$ cat src/rtl/imem_loader.sv
// imem_loader: boot-time writer for the instruction memory.
// Takes a byte stream over a valid/ready handshake and assembles little-endian
// N-bit words. Each word is written to the instruction RAM at addresses 0, 1, 2, ...
// The processor pipeline is held in reset until the whole load has been written.
//
// Optional feature: define IMEM_LOADER_CHECKSUM_EN to enable a trailing checksum word.
// The loader keeps a running XOR of all written words. After the last write it accepts
// one extra word and compares it with that XOR; a mismatch sets csum_err. With the macro
// undefined, csum_err is tied to 0.
//
// Ports:
//   clk, reset          clock and synchronous active-high reset
//   start, word_count   load request pulse and word count (clamped to 2**ADDR_W)
//   byte_in, byte_valid stream byte and its valid flag
//   byte_ready          the loader accepts a byte on this cycle
//   we, waddr, wdata    instruction-memory write port
//   busy, done          load in progress / load complete
//   cpu_hold            holds the pipeline in reset (deasserted only when done)
//   csum_err            checksum mismatch flag
module imem_loader #(
    parameter int unsigned N      = 32,
    parameter int unsigned ADDR_W = 6
) (
    input  logic              clk,
    input  logic              reset,
    input  logic              start,
    input  logic [ADDR_W:0]   word_count,
    input  logic [7:0]        byte_in,
    input  logic              byte_valid,
    output logic              byte_ready,
    output logic              we,
    output logic [ADDR_W-1:0] waddr,
    output logic [N-1:0]      wdata,
    output logic              busy,
    output logic              done,
    output logic              cpu_hold,
    output logic              csum_err
);

    localparam int unsigned NB = N / 8;
    localparam int unsigned BW = (NB > 1) ? $clog2(NB) : 1;
    localparam int unsigned CW = ADDR_W + 1;
    localparam logic [CW-1:0] Depth = {1'b1, {ADDR_W{1'b0}}};

`ifdef IMEM_LOADER_CHECKSUM_EN
    typedef enum logic [2:0] {StIdle, StRecv, StWrite, StDone, StCsum} state_e;
`else
    typedef enum logic [1:0] {StIdle, StRecv, StWrite, StDone} state_e;
`endif

    state_e            state_q, state_d;
    logic [BW-1:0]     bcnt_q, bcnt_d;
    logic [N-1:0]      asm_q, asm_d;
    logic [CW-1:0]     idx_q, idx_d;
    logic [CW-1:0]     count_q, count_d;
    logic [ADDR_W-1:0] waddr_q, waddr_d;
    logic [N-1:0]      wdata_q, wdata_d;
`ifdef IMEM_LOADER_CHECKSUM_EN
    logic [N-1:0]      csum_q, csum_d;
    logic              err_q, err_d;
`endif

    logic          accept;
    logic          last_byte;
    logic [N-1:0]  word_full;
    logic [CW-1:0] new_count;
    state_e        after_last;

    always_comb begin
        byte_ready = (state_q == StRecv);
`ifdef IMEM_LOADER_CHECKSUM_EN
        byte_ready = byte_ready || (state_q == StCsum);
`endif
        we       = (state_q == StWrite);
        busy     = byte_ready || we;
        done     = (state_q == StDone);
        cpu_hold = !done;
        waddr    = waddr_q;
        wdata    = wdata_q;
`ifdef IMEM_LOADER_CHECKSUM_EN
        csum_err = err_q;
`else
        csum_err = 1'b0;
`endif
    end

    always_comb begin
        state_d = state_q;
        bcnt_d  = bcnt_q;
        asm_d   = asm_q;
        idx_d   = idx_q;
        count_d = count_q;
        waddr_d = waddr_q;
        wdata_d = wdata_q;
`ifdef IMEM_LOADER_CHECKSUM_EN
        csum_d     = csum_q;
        err_d      = err_q;
        after_last = StCsum;
`else
        after_last = StDone;
`endif
        accept    = byte_ready && byte_valid;
        last_byte = (bcnt_q == BW'(NB - 1));
        // Current partial word with the incoming byte merged into its lane.
        word_full = asm_q;
        word_full[int'(bcnt_q) * 8 +: 8] = byte_in;
        new_count = (word_count > Depth) ? Depth : word_count;

        unique case (state_q)
            StIdle, StDone: begin
                if (start) begin
                    count_d = new_count;
                    idx_d   = '0;
                    bcnt_d  = '0;
                    asm_d   = '0;
`ifdef IMEM_LOADER_CHECKSUM_EN
                    csum_d = '0;
                    err_d  = 1'b0;
`endif
                    // An empty load still goes through the checksum word when enabled.
                    state_d = (new_count == '0) ? after_last : StRecv;
                end
            end
            StRecv: begin
                if (accept) begin
                    if (last_byte) begin
                        wdata_d = word_full;
                        waddr_d = idx_q[ADDR_W-1:0];
                        bcnt_d  = '0;
                        asm_d   = '0;
                        state_d = StWrite;
                    end else begin
                        asm_d  = word_full;
                        bcnt_d = bcnt_q + 1'b1;
                    end
                end
            end
            StWrite: begin
                asm_d = '0;
`ifdef IMEM_LOADER_CHECKSUM_EN
                csum_d = csum_q ^ wdata_q;
`endif
                if (idx_q == count_q - 1'b1) begin
                    state_d = after_last;
                end else begin
                    idx_d   = idx_q + 1'b1;
                    state_d = StRecv;
                end
            end
`ifdef IMEM_LOADER_CHECKSUM_EN
            StCsum: begin
                if (accept) begin
                    if (last_byte) begin
                        err_d   = (word_full != csum_q);
                        bcnt_d  = '0;
                        asm_d   = '0;
                        state_d = StDone;
                    end else begin
                        asm_d  = word_full;
                        bcnt_d = bcnt_q + 1'b1;
                    end
                end
            end
`endif
            default: state_d = StIdle;
        endcase
    end

    always_ff @(posedge clk) begin
        if (reset) begin
            state_q <= StIdle;
            bcnt_q  <= '0;
            asm_q   <= '0;
            idx_q   <= '0;
            count_q <= '0;
            waddr_q <= '0;
            wdata_q <= '0;
`ifdef IMEM_LOADER_CHECKSUM_EN
            csum_q <= '0;
            err_q  <= 1'b0;
`endif
        end else begin
            state_q <= state_d;
            bcnt_q  <= bcnt_d;
            asm_q   <= asm_d;
            idx_q   <= idx_d;
            count_q <= count_d;
            waddr_q <= waddr_d;
            wdata_q <= wdata_d;
`ifdef IMEM_LOADER_CHECKSUM_EN
            csum_q <= csum_d;
            err_q  <= err_d;
`endif
        end
    end

endmodule

$ cat config.mk
export PLATFORM = sky130hd
export DESIGN_NAME = imem_loader
export DESIGN_NICKNAME = d
export VERILOG_FILES = /design/src/rtl/imem_loader.sv
export SDC_FILE = /design/constraint.sdc
export NUM_CORES = 1
export LEC_CHECK = 0
export BUFFER_PORTS_ARGS = -buffer_cell sky130_fd_sc_hd__buf_2
export CAP_MARGIN = 20
export CORE_UTILIZATION = 45
export DETAILED_ROUTE_END_ITERATION = 8
export PLACE_DENSITY = 0.66
export REMOVE_ABC_BUFFERS = 1
export SLEW_MARGIN = 20
export SYNTH_ARGS = -nofsm -noshare
export SYNTH_HDL_FRONTEND = slang
export SYNTH_SLANG_ARGS = --single-unit
$ cat constraint.sdc
create_clock -name clk -period 4.9 [get_ports clk]
set_input_delay 0.245 -clock clk [delete_from_list [all_inputs] [get_ports clk]]
set_output_delay 0.245 -clock clk [all_outputs]
set_load 0.01 [all_outputs]
==> results of run 1 <==
## power groups by stage
stage | logic, mW | registers, mW | clock network, mW
floorplan | 0.389 | 0.793 | 0
global placement | 0.550 | 0.799 | 0
detailed placement | 0.563 | 0.801 | 0
CTS | 0.566 | 0.784 | 0.652
global route | 0.636 | 0.791 | 0.678
finish | 0.572 | 0.786 | 0.639
## critical path, stage by stage (launching register included)
cell     delay [ps]
dfxtp_1         520
inv_1           180
ha_1            450
nand2_1         110
nor3_1          810
nand2_1         110
o21ai_0         160
nor2_1           80
nor3_1          150
## layer usage
layer,part of all wire (%),routed length (µm),global-route usage (%)
met1,46,4380,26.8
met2,48,4540,34.8
met3,4.4,421,4.77
met4,1.4,128,9.31
met5,0,0,0
## through the flow
stage,hold slack [ps],total power [mW],std cells,utilization [%],area [µm²]
2_1_floorplan,314,1.18,485,-,3890
3_3_place_gp,444,1.35,659,50.5,4380
3_5_place_dp,445,1.36,659,50.6,4390
4_1_cts,198,2.00,675,53.6,4650
5_1_grt,223,2.11,675,53.7,4660
6_report,208,2.00,675,53.7,4660
## synth_stat cells (all sizes together)
| library cell | instances |
|---|---|
| nor4bb | 1 |
| o21ba | 1 |
| xnor3 | 1 |
| or2b | 1 |
| and3 | 3 |
| xor2 | 2 |
| o21a | 1 |
| nand2 | 58 |
| a31oi | 1 |
| nand3b | 1 |
| buf | 2 |
| nor2 | 100 |
| inv | 40 |
| clkinv | 1 |
| dfxtp | 88 |
| conb | 1 |
| o31ai | 4 |
| o211ai | 6 |
| clkbuf | 25 |
| nor4 | 1 |
| a211oi | 1 |
| dlygate4sd1 | 1 |
| or4 | 3 |
| nor3b | 7 |
| or2 | 1 |
| or3 | 1 |
| a22oi | 32 |
| o22ai | 2 |
| nand2b | 1 |
| nor3 | 35 |
| nand3 | 8 |
| a21oi | 19 |
| ha | 12 |
| o32ai | 2 |
| o311ai | 1 |
| o221a | 1 |
| a22o | 8 |
| nand4 | 2 |
| xnor2 | 7 |
| o41ai | 1 |
| o21ai | 29 |
| a31o | 1 |
## flip-flops by register name, summed over array words and instances (netlist names)
| register | count |
|---|---|
| bcnt_q | 2 |
| state_q | 2 |
| wdata | 32 |
| asm_q | 32 |
| count_q | 7 |
| waddr | 6 |
| idx_q | 7 |
## final timing paths
kind | from | endpoint | slack (ps) | cells past startpoint
worst max-delay path | bcnt_q[0] | wdata[17] | 2250 | 8
worst min-delay path | word_count[6] | count_q[6] | 210 | 3
worst max register to register | bcnt_q[0] | wdata[17] | 2250 | 8
worst min register to register | waddr[5] | waddr[5] | 450 | 2
## cell families after synthesis
group           after synthesis  share of synthesized area (%)
compound gates              110                           18.5
fa+ha+maj                    12                           3.74
flops                        88                           43.9
buf+inv                      69                           6.77
xor+xnor                     10                           2.56
other cells                   1                         0.0935
simple gates                223                           24.4
## cell type report
cell class	count	area [µm²]	share of cell area, %
clock buffer	12	165	3.54
clock inverter	4	98.8	2.12
inverter	41	154	3.30
multi-input combinational	356	2000	43.0
sequential	88	1760	37.8
tap	108	135	2.90
timing repair buffer	66	343	7.36
## placed cells by master (no fill, tap or decap), drive strengths merged, types with 2 or more instances in the layout
| master | instances |
|---|---|
| nor3 | 35 |
| ha | 12 |
| o31ai | 4 |
| a22o | 8 |
| bufinv | 3 |
| and3 | 3 |
| inv | 40 |
| xnor2 | 7 |
| or4 | 3 |
| o211ai | 6 |
| nand3 | 8 |
| o22ai | 2 |
| o32ai | 2 |
| nand4 | 2 |
| buf | 66 |
| nor3b | 7 |
| clkinv | 2 |
| a21oi | 19 |
| clkbuf | 12 |
| nand2 | 58 |
| nor2 | 100 |
| xor2 | 2 |
| dfxtp | 88 |
| o21ai | 29 |
| a22oi | 32 |
==> run_results.csv, run 1 <==
group,metric,value,unit
cts,insertion_delay,350,ps
cts,cts_tree,"built",
floorplanning,die_w,96.4,µm
sta,fin_crit_sh,54.0,%
cts,clkSinkCount,88,
cts,numCtsBuffers,9,
floorplanning,die_area,9300,µm²
floorplanning,die_y,96.4,µm
run,maxCapViolCount,0,
synthesis,yosysSeqAreaShare,43.9,%
placement,place_congestion,0.759,
cts,cts-root-buf,"clkbuf_8",
cts,clock_path_buffers,2,
detailed_routing,vias,3592,
pwr,p_comb_share,28.6,%
sta,grt_setup_unrepaired,"false",
synthesis,syn_inst,513,
sta,setup_slack,2250,ps
pwr,seq_power_share,39.4,%
sta,fmax,378,MHz
pwr,p_sw,0.681,mW
global_routing,first_global_vias,3255,
sta,relSlewSlack,29.5,%
global_routing,grt_overflow,0,
pwr,p_clk_share,32.0,%
placement,portBuffers,61,
worst_setup_path,cp-start-kind,"flop",
synthesis,syn_avg_cell_area,7.82,µm²
pwr,p_int,1.32,mW
global_routing,grt_max_degree,83,
worst_setup_path,path_class,"reg2reg",
sta,setup_violations,0,
detailed_routing,wirelength,9.47,mm
worst_setup_path,end_kind,"flop",
detailed_routing,drc,0,
sta,skew,7.02,ps
floorplanning,io_pins,63,
finish,drive_gt1_share,16.8,%
cts,post_cts_buffers,0,
min_path,hp-class,"in2reg",
cts,clkTransAtPathRegs,90,ps
pwr,switching_share,34.1,%
sta,tightest_slew,1050,ps
cts,cts-hold-fix-buffers,0,
synthesis,synthDistinctLibCells,45,
synthesis,synth_top_cell_by_area,"dfxtp_1",
sta,maxSlewViolCount,0,
floorplanning,core_area,8680,µm²
worst_setup_path,arrival,2920,ps
detailed_routing,wl_per_cell,14.0,µm
sta,tns,0,ps
sta,finalCriticalPeriod,2650,ps
cts,cts_resized,0,
worst_setup_path,cp.required,5170,ps
finish,fillCellCount,843,
sta,hold_viol,0,
pwr,cellPowerDensity,429,nW/µm²
finish,fin_nets,593,
global_routing,grt_antenna_before_repair,0,
finish,syn2layout_area_growth,16.2,%
global_routing,grt_use_total,21.3,%
pwr,leakage,1.87,nW
floorplanning,initial_core_util,46.2,%
synthesis,ys_ff_latch,88,
placement,dpl.hpwl,6.14,mm
worst_setup_path,cp_max_fo,8,
status,outcome,"finished clean",
detailed_routing,drt_first_pass_iters,5,
pwr,ir_drop,0.000191,V
synthesis,synth_area,4010,µm²
global_routing,grt_pass1_wl,15.3,mm
detailed_routing,vias_per_cell,5.32,
synthesis,yosysTopAreaCellShare,43.9,%
detailed_routing,drt_iter0_drc,179,
placement,post-place-ws,2330,ps
detailed_routing,ant_nets,0,
synthesis,ys_warn_count,0,
synthesis,synth.area.top_cells,"dfxtp_1, nor2_1, a22oi_1",
finish,diodes,0,
cts,h-tree-depth,3,
floorplanning,rows,34,
(Power assumes the default switching activity.)
==> run 2, diff against run 1 <==
- ABC_AREA: default -> 1
- PLACE_DENSITY: 0.66 -> 0.65
- clock period: 4.9 -> 2.57 ns (I/O delays scaled with it)
==> run 2 against run 1 <==
Critical path type unchanged. Register-to-register slack got worse by 1800 ps. Power increased by 100%. Die area increased by 9.8%. First-iteration DRC count increased by 11%. Hold slack got worse by 180 ps. Non-clock buffer count increased by 2. Synthesized area increased by 10%. Clock power increased by 88%. Critical endpoint is now asm_q[3]. Synthesized cell count increased by 23%. Combinational power increased by 130%. Setup slack got worse by 1800 ps.
==> run_results.csv, run 2 <==
group,metric,value,unit
cts,h-tree-depth,3,
synthesis,synthFlopType,"dfxtp_1",
placement,place_congestion,0.924,
global_routing,use_met2,35.6,%
sta,finalCriticalPeriod,2100,ps
synthesis,synthDistinctLibCells,33,
global_routing,grt_use_total,20.2,%
pwr,p_comb_share,32.4,%
worst_setup_path,crit_end,"asm_q[3]",
sta,tns,0,ps
floorplanning,core_area,9370,µm²
detailed_routing,drt_iter0_drc,199,
pwr,ir_drop,0.000458,V
finish,diodes,0,
status,outcome,"finished clean",
sta,fin_crit_sh,81.5,%
synthesis,yosysSeqAreaShare,39.9,%
synthesis,yosysTopAreaCellShare,39.9,%
floorplanning,die_y,101,µm
worst_setup_path,cp-start-kind,"flop",
pwr,switching_share,37.4,%
run,maxCapViolCount,0,
synthesis,syn_inst,631,
cts,cts-hold-fix-buffers,0,
finish,final_core_util,53.8,%
placement,post-place-ws,477,ps
placement,portBuffers,61,
synthesis,syn_avg_cell_area,6.99,µm²
synthesis,synth-edff-count,0,
global_routing,grt_antenna_before_repair,0,
detailed_routing,drt_first_pass_iters,4,
global_routing,grt_max_degree,52,
cts,clkTransAtPathRegs,90,ps
finish,drive_gt1_share,18.0,%
worst_setup_path,startpoint,"state_q[0]",
cts,clkSinkCount,88,
worst_setup_path,arrival,2390,ps
pwr,p_int,2.53,mW
placement,dpl.cell_count,797,
cts,numCtsBuffers,9,
detailed_routing,wirelength,9.80,mm
worst_setup_path,r2r_end,"asm_q[3]",
pwr,p_sw,1.51,mW
worst_setup_path,ff2ff_path_depth,10,
global_routing,grt_use_met3,4.37,%
sta,hold_viol,0,
finish,instances_no_fill,813,
detailed_routing,drc,0,
worst_setup_path,end_kind,"flop",
sta,setup_violations,0,
finish,layout_common_cells,"inv_1, nand2_1, dfxtp_1",
synthesis,ys_warn_count,0,
worst_setup_path,reg2reg_from,"state_q[0]",
floorplanning,initial_core_util,47.1,%
floorplanning,rows,35,
min_path,hp-class,"in2reg",
sta,grt_setup_unrepaired,"false",
synthesis,yosys-top-cells-count,"inv_1, nand2_1, dfxtp_1",
synthesis,async_flop_share,0,%
pwr,leakage,2.26,nW
worst_setup_path,path_class,"reg2reg",
finish,final_common_cell,"inv_1",
synthesis,synth_area,4410,µm²
detailed_routing,vias_per_cell,4.82,
global_routing,grt_pass1_wl,16.1,mm
global_routing,grt_overflow,0,
sta,maxSlewViolCount,0,
sta,setup_slack,474,ps
synthesis,synth_top_cell_by_area,"dfxtp_1",
pwr,seq_power_share,37.9,%
cts,clock_path_buffers,2,
detailed_routing,ant_nets,0,
sta,skew,10.7,ps
worst_setup_path,timing.reg2reg.setup_slack,470,ps
cts,insertion_delay,360,ps
synthesis,synth.area.top_cells,"dfxtp_1, inv_1, nand2_1",
finish,fin_nets,710,
cts,cts_resized,0,
sta,fmax,477,MHz
global_routing,met1_usage,24.7,%
synthesis,synth_most_common_cell,"inv_1",
finish,fillCellCount,957,
finish,syn2layout_area_growth,14.3,%
detailed_routing,wl_per_cell,12.1,µm
pwr,p_clk_share,29.7,%
floorplanning,die_w,101,µm
cts,cts-root-buf,"clkbuf_8",
worst_setup_path,cp.required,2860,ps
worst_setup_path,cp_max_fo,34,
cts,cts_tree,"built",
synthesis,ys_ff_latch,88,
placement,dpl.hpwl,6.99,mm
floorplanning,die_area,10200,µm²
detailed_routing,vias,3915,
global_routing,first_global_vias,3509,
cts,post_cts_buffers,0,
global_routing,top_usage_layer,"met2",
pwr,cellPowerDensity,800,nW/µm²
floorplanning,io_pins,63,
==> run 2: changes by cell type after synthesis, sizes merged, moves of 10 or more <==
cell / delta
a21oi: +64
a22oi: -30
buf: +16
clkbuf: -12
inv: +100
nand2: +72
nand3: +10
nor2: -70
nor3: -34
o21ai: +16
o22ai: +30
==> run 2: cells by family after synthesis <==
group / count (synthesis) / share of synthesized area, %
AO/OA/AOI/OAI: 166 / 21.1
buffers and inverters: 171 / 15.5
flip-flops: 88 / 39.9
XOR/XNOR: 6 / 1.19
adder cells (fa/ha/maj): 12 / 3.40
AND/OR/NAND/NOR: 187 / 18.8
other: 1 / 0.0850
==> run 2: worst max-delay path, stage by stage (launching register included) <==
cell     delay [ps]
dfxtp_1         410
inv_1            70
ha_1            360
inv_2           100
nor2_2           50
inv_2            60
nand2_4         220
nor3_4          210
buf_4           310
nand2_1         100
a21oi_1         130
==> run 2: layer usage <==
metal | share of wire, % | wire, µm | up-vias
li1 | - | - | 2071
met1 | 45 | 4390 | 1759
met2 | 50 | 4940 | 74
met3 | 3.7 | 363 | 11
met4 | 1.0 | 102 | 0
met5 | 0 | 0 | -
==> run 2: power by group through the flow <==
| stage | Sequential, mW | Clock [mW] | Combinational [mW] |
|---|---|---|---|
| 2_1_floorplan | 1.55 | 0 | 0.930 |
| 3_3_place_gp | 1.56 | 0 | 1.28 |
| 3_5_place_dp | 1.56 | 0 | 1.31 |
| 4_1_cts | 1.53 | 1.23 | 1.31 |
| 5_1_grt | 1.55 | 1.28 | 1.47 |
| 6_report | 1.53 | 1.20 | 1.31 |
==> run 2: final cells by class <==
type,count,area [µm²],area share (%)
Clock inverter,6,115,2.28
Timing Repair Buffer,68,370,7.34
Tap cell,129,161,3.20
Sequential cell,88,1760,34.9
Multi-Input combinational cell,372,1970,39.1
Clock buffer,10,138,2.73
Inverter,140,526,10.4
==> run 2: through the flow <==
step	instance area (µm²)	total power, mW	hold WS, ps
detailed placement	4790	2.87	401
CTS	5040	4.08	14.2
floorplan	4250	2.48	191
global route	5040	4.30	28.2
global placement	4790	2.84	381
finish	5040	4.04	24.6
==> run 2: how the worst min path moves through the flow <==
stage	from	endpoint	slack [ps]	cells past startpoint
detailed placement	word_count[1]	count_q[1]	400	3
finish	word_count[0]	count_q[0]	20	3
floorplan	reset	asm_q[20]	190	1
CTS	word_count[0]	count_q[0]	10	3
global placement	word_count[5]	count_q[5]	380	3
global route	word_count[0]	count_q[0]	30	3
==> run 3, diff against run 2 <==
- PLACE_DENSITY: 0.65 -> 0.68
- clock period: 2.57 -> 1.8 ns (I/O delays scaled with it)
==> run 3 against run 2 <==
Sequential power rose by 42%. Count of clock-buffer cells in the layout unchanged. Utilization grew 3.1 points. Global-route usage hardly changed. Non-clock buffer count up 25. Wire length grew 4.6%. Critical path depth increased by 1. Sequential cell count unchanged. Largest cell class unchanged.
==> run_results.csv, run 3 (synthesis results as in run 2) <==
group,metric,value,unit
status,outcome,"finished clean",
cts,clkTransAtPathRegs,100,ps
finish,layout_common_cells,"inv_1, nand2_1, dfxtp_1",
finish,syn2layout_area_growth,21.0,%
cts,clkSinkCount,88,
pwr,ir_drop,0.00108,V
cts,cts_tree,"built",
sta,fmax,577,MHz
worst_setup_path,ff2ff_path_depth,11,
global_routing,grt_overflow,0,
worst_setup_path,end_kind,"flop",
worst_setup_path,cp_max_fo,8,
worst_setup_path,crit_top_cell,"inv_2",
worst_setup_path,reg2reg_from,"state_q[0]",
detailed_routing,met2WireLength,4.80,mm
finish,drive_gt1_share,21.6,%
worst_setup_path,crit_slowest_cell,"dfxtp_2",
finish,final_common_cell,"inv_1",
min_path,min_to,"count_q[0]",
cts,insertion_delay,360,ps
sta,fin_crit_sh,96.2,%
placement,place_congestion,0.810,
pwr,leakage,2.39,nW
worst_setup_path,critPathMaxStageDelay,370,ps
min_path,worstHoldStart,"word_count[6]",
pwr,cellPowerDensity,1130,nW/µm²
worst_setup_path,r2r_end,"asm_q[17]",
finish,diodes,0,
sta,skew,10.2,ps
min_path,hp-class,"in2reg",
sta,setup_violations,0,
worst_setup_path,timing.reg2reg.setup_slack,70,ps
floorplanning,die_area,10200,µm²
floorplanning,io_pins,63,
detailed_routing,vias,4102,
placement,post-place-ws,35.5,ps
detailed_routing,drc,0,
placement,dpl-instance-area,4930,µm²
sta,setup_slack,68.3,ps
detailed_routing,wl_per_cell,12.2,µm
detailed_routing,met1_length,4.72,mm
detailed_routing,drt_first_pass_iters,4,
finish,stdcell_area,5340,µm²
placement,portBuffers,61,
sta,finalCriticalPeriod,1730,ps
worst_setup_path,cp-start-kind,"flop",
sta,maxSlewViolCount,0,
placement,dpl.hpwl,7.03,mm
cts,cts-root-buf,"clkbuf_8",
floorplanning,die_w,101,µm
run,maxCapViolCount,0,
floorplanning,core_area,9370,µm²
placement,dpl.cell_count,810,
detailed_routing,vias_per_cell,4.89,
global_routing,grt_pass1_wl,16.3,mm
detailed_routing,drt_iter0_drc,223,
detailed_routing,wl_met3,581,µm
global_routing,grt_max_degree,51,
global_routing,grt_use_total,20.1,%
sta,hold_viol,0,
floorplanning,rows,35,
worst_setup_path,cp.required,2100,ps
detailed_routing,ant_nets,0,
finish,fin_nets,735,
worst_setup_path,path_class,"reg2reg",
cts,h-tree-depth,3,
floorplanning,initial_core_util,47.1,%
cts,clock_path_buffers,2,
global_routing,grt_antenna_before_repair,0,
finish,fillCellCount,916,
global_routing,first_global_vias,3647,
min_path,worstHoldPathCells,4,
worst_setup_path,cp_cell_sequence,"inv_1 > ha_4 > inv_2 > nor2_2 > inv_2 > nand2_4 > nor3_4 > buf_12 > buf_8 > nand2_1 > a21oi_1",
detailed_routing,top_layer,"met4",
sta,grt_setup_unrepaired,"true",
detailed_routing,wirelength,10.2,mm
floorplanning,die_y,101,µm
worst_setup_path,arrival,2030,ps
finish,instances_no_fill,838,
cts,numCtsBuffers,9,
## run 3: cell types whose count changed in the layout (fill, tap and decap cells not counted), sizes merged
cell	before	now
buf	68	88
dlygate4sd3	0	3
inv	141	143
bufinv	3	1
clkbuf	10	12
## run 3: layout make-up
type / instances / area, µm² / share of cell area (%)
flip-flops and latches: 88 / 1760 / 33.1
inverters: 140 / 526 / 9.85
repair buffers: 93 / 658 / 12.3
clock buffers: 10 / 128 / 2.39
well taps: 129 / 161 / 3.02
clock inverters: 6 / 75.1 / 1.41
multi-input cells: 372 / 2030 / 38.0
## run 3: layer usage
metal	track usage (%)	vias up
li1	-	2128
met1	25.6	1852
met2	34.0	107
met3	3.61	15
met4	7.58	0
met5	0	-
## run 3: worst max-delay path, delay by kind of cell (launching register included)
family / cells / cell delay, ps
DFF: 1 / 370
and+or+nand+nor: 4 / 390
AOI/OAI and AO/OA: 1 / 140
buffers and inverters: 5 / 520
adders and majority gates: 1 / 240
## run 3: through the flow
| step | util [%] | TNS (ps) | total power [mW] | hold slack [ps] |
|---|---|---|---|---|
| floorplan | - | -43570 | 3.54 | 152 |
| global placement | 52.6 | 0 | 4.29 | 342 |
| detailed placement | 52.6 | 0 | 4.33 | 350 |
| CTS | 55.0 | 0 | 5.76 | 77.5 |
| global route | 57.0 | -119 | 6.38 | 86.7 |
| finish | 57.0 | 0 | 6.03 | 102 |
## run 3: repair_timing
action / in CTS / in global routing
buffers inserted: 0 / 6
setup endpoints to repair: 0 / 48
hold endpoints to repair: 3 / 0
hold buffers: 3 / 0
gates resized for setup: 0 / 12
## run 3: where the power goes
part | internal (mW) | switching (mW) | leakage, nW | total (mW)
clock network | 0.665 | 0.767 | 0.0994 | 1.43
logic | 0.978 | 1.45 | 1.58 | 2.43
registers | 2.07 | 0.0997 | 0.711 | 2.17
total | 3.71 | 2.32 | 2.39 | 6.03
## run 3: how the worst max path moves through the flow
stage                     depth (start not counted)  slack, ps   endpoint       start
after floorplan                                   4       -850   waddr[0]   bcnt_q[0]
after global placement                            7        120  asm_q[31]   bcnt_q[0]
after detailed placement                         10         40   asm_q[3]  state_q[0]
after CTS                                        10         40   asm_q[3]  state_q[0]
after global routing                              8        -30  asm_q[13]   bcnt_q[1]
final                                            11         70  asm_q[17]  state_q[0]
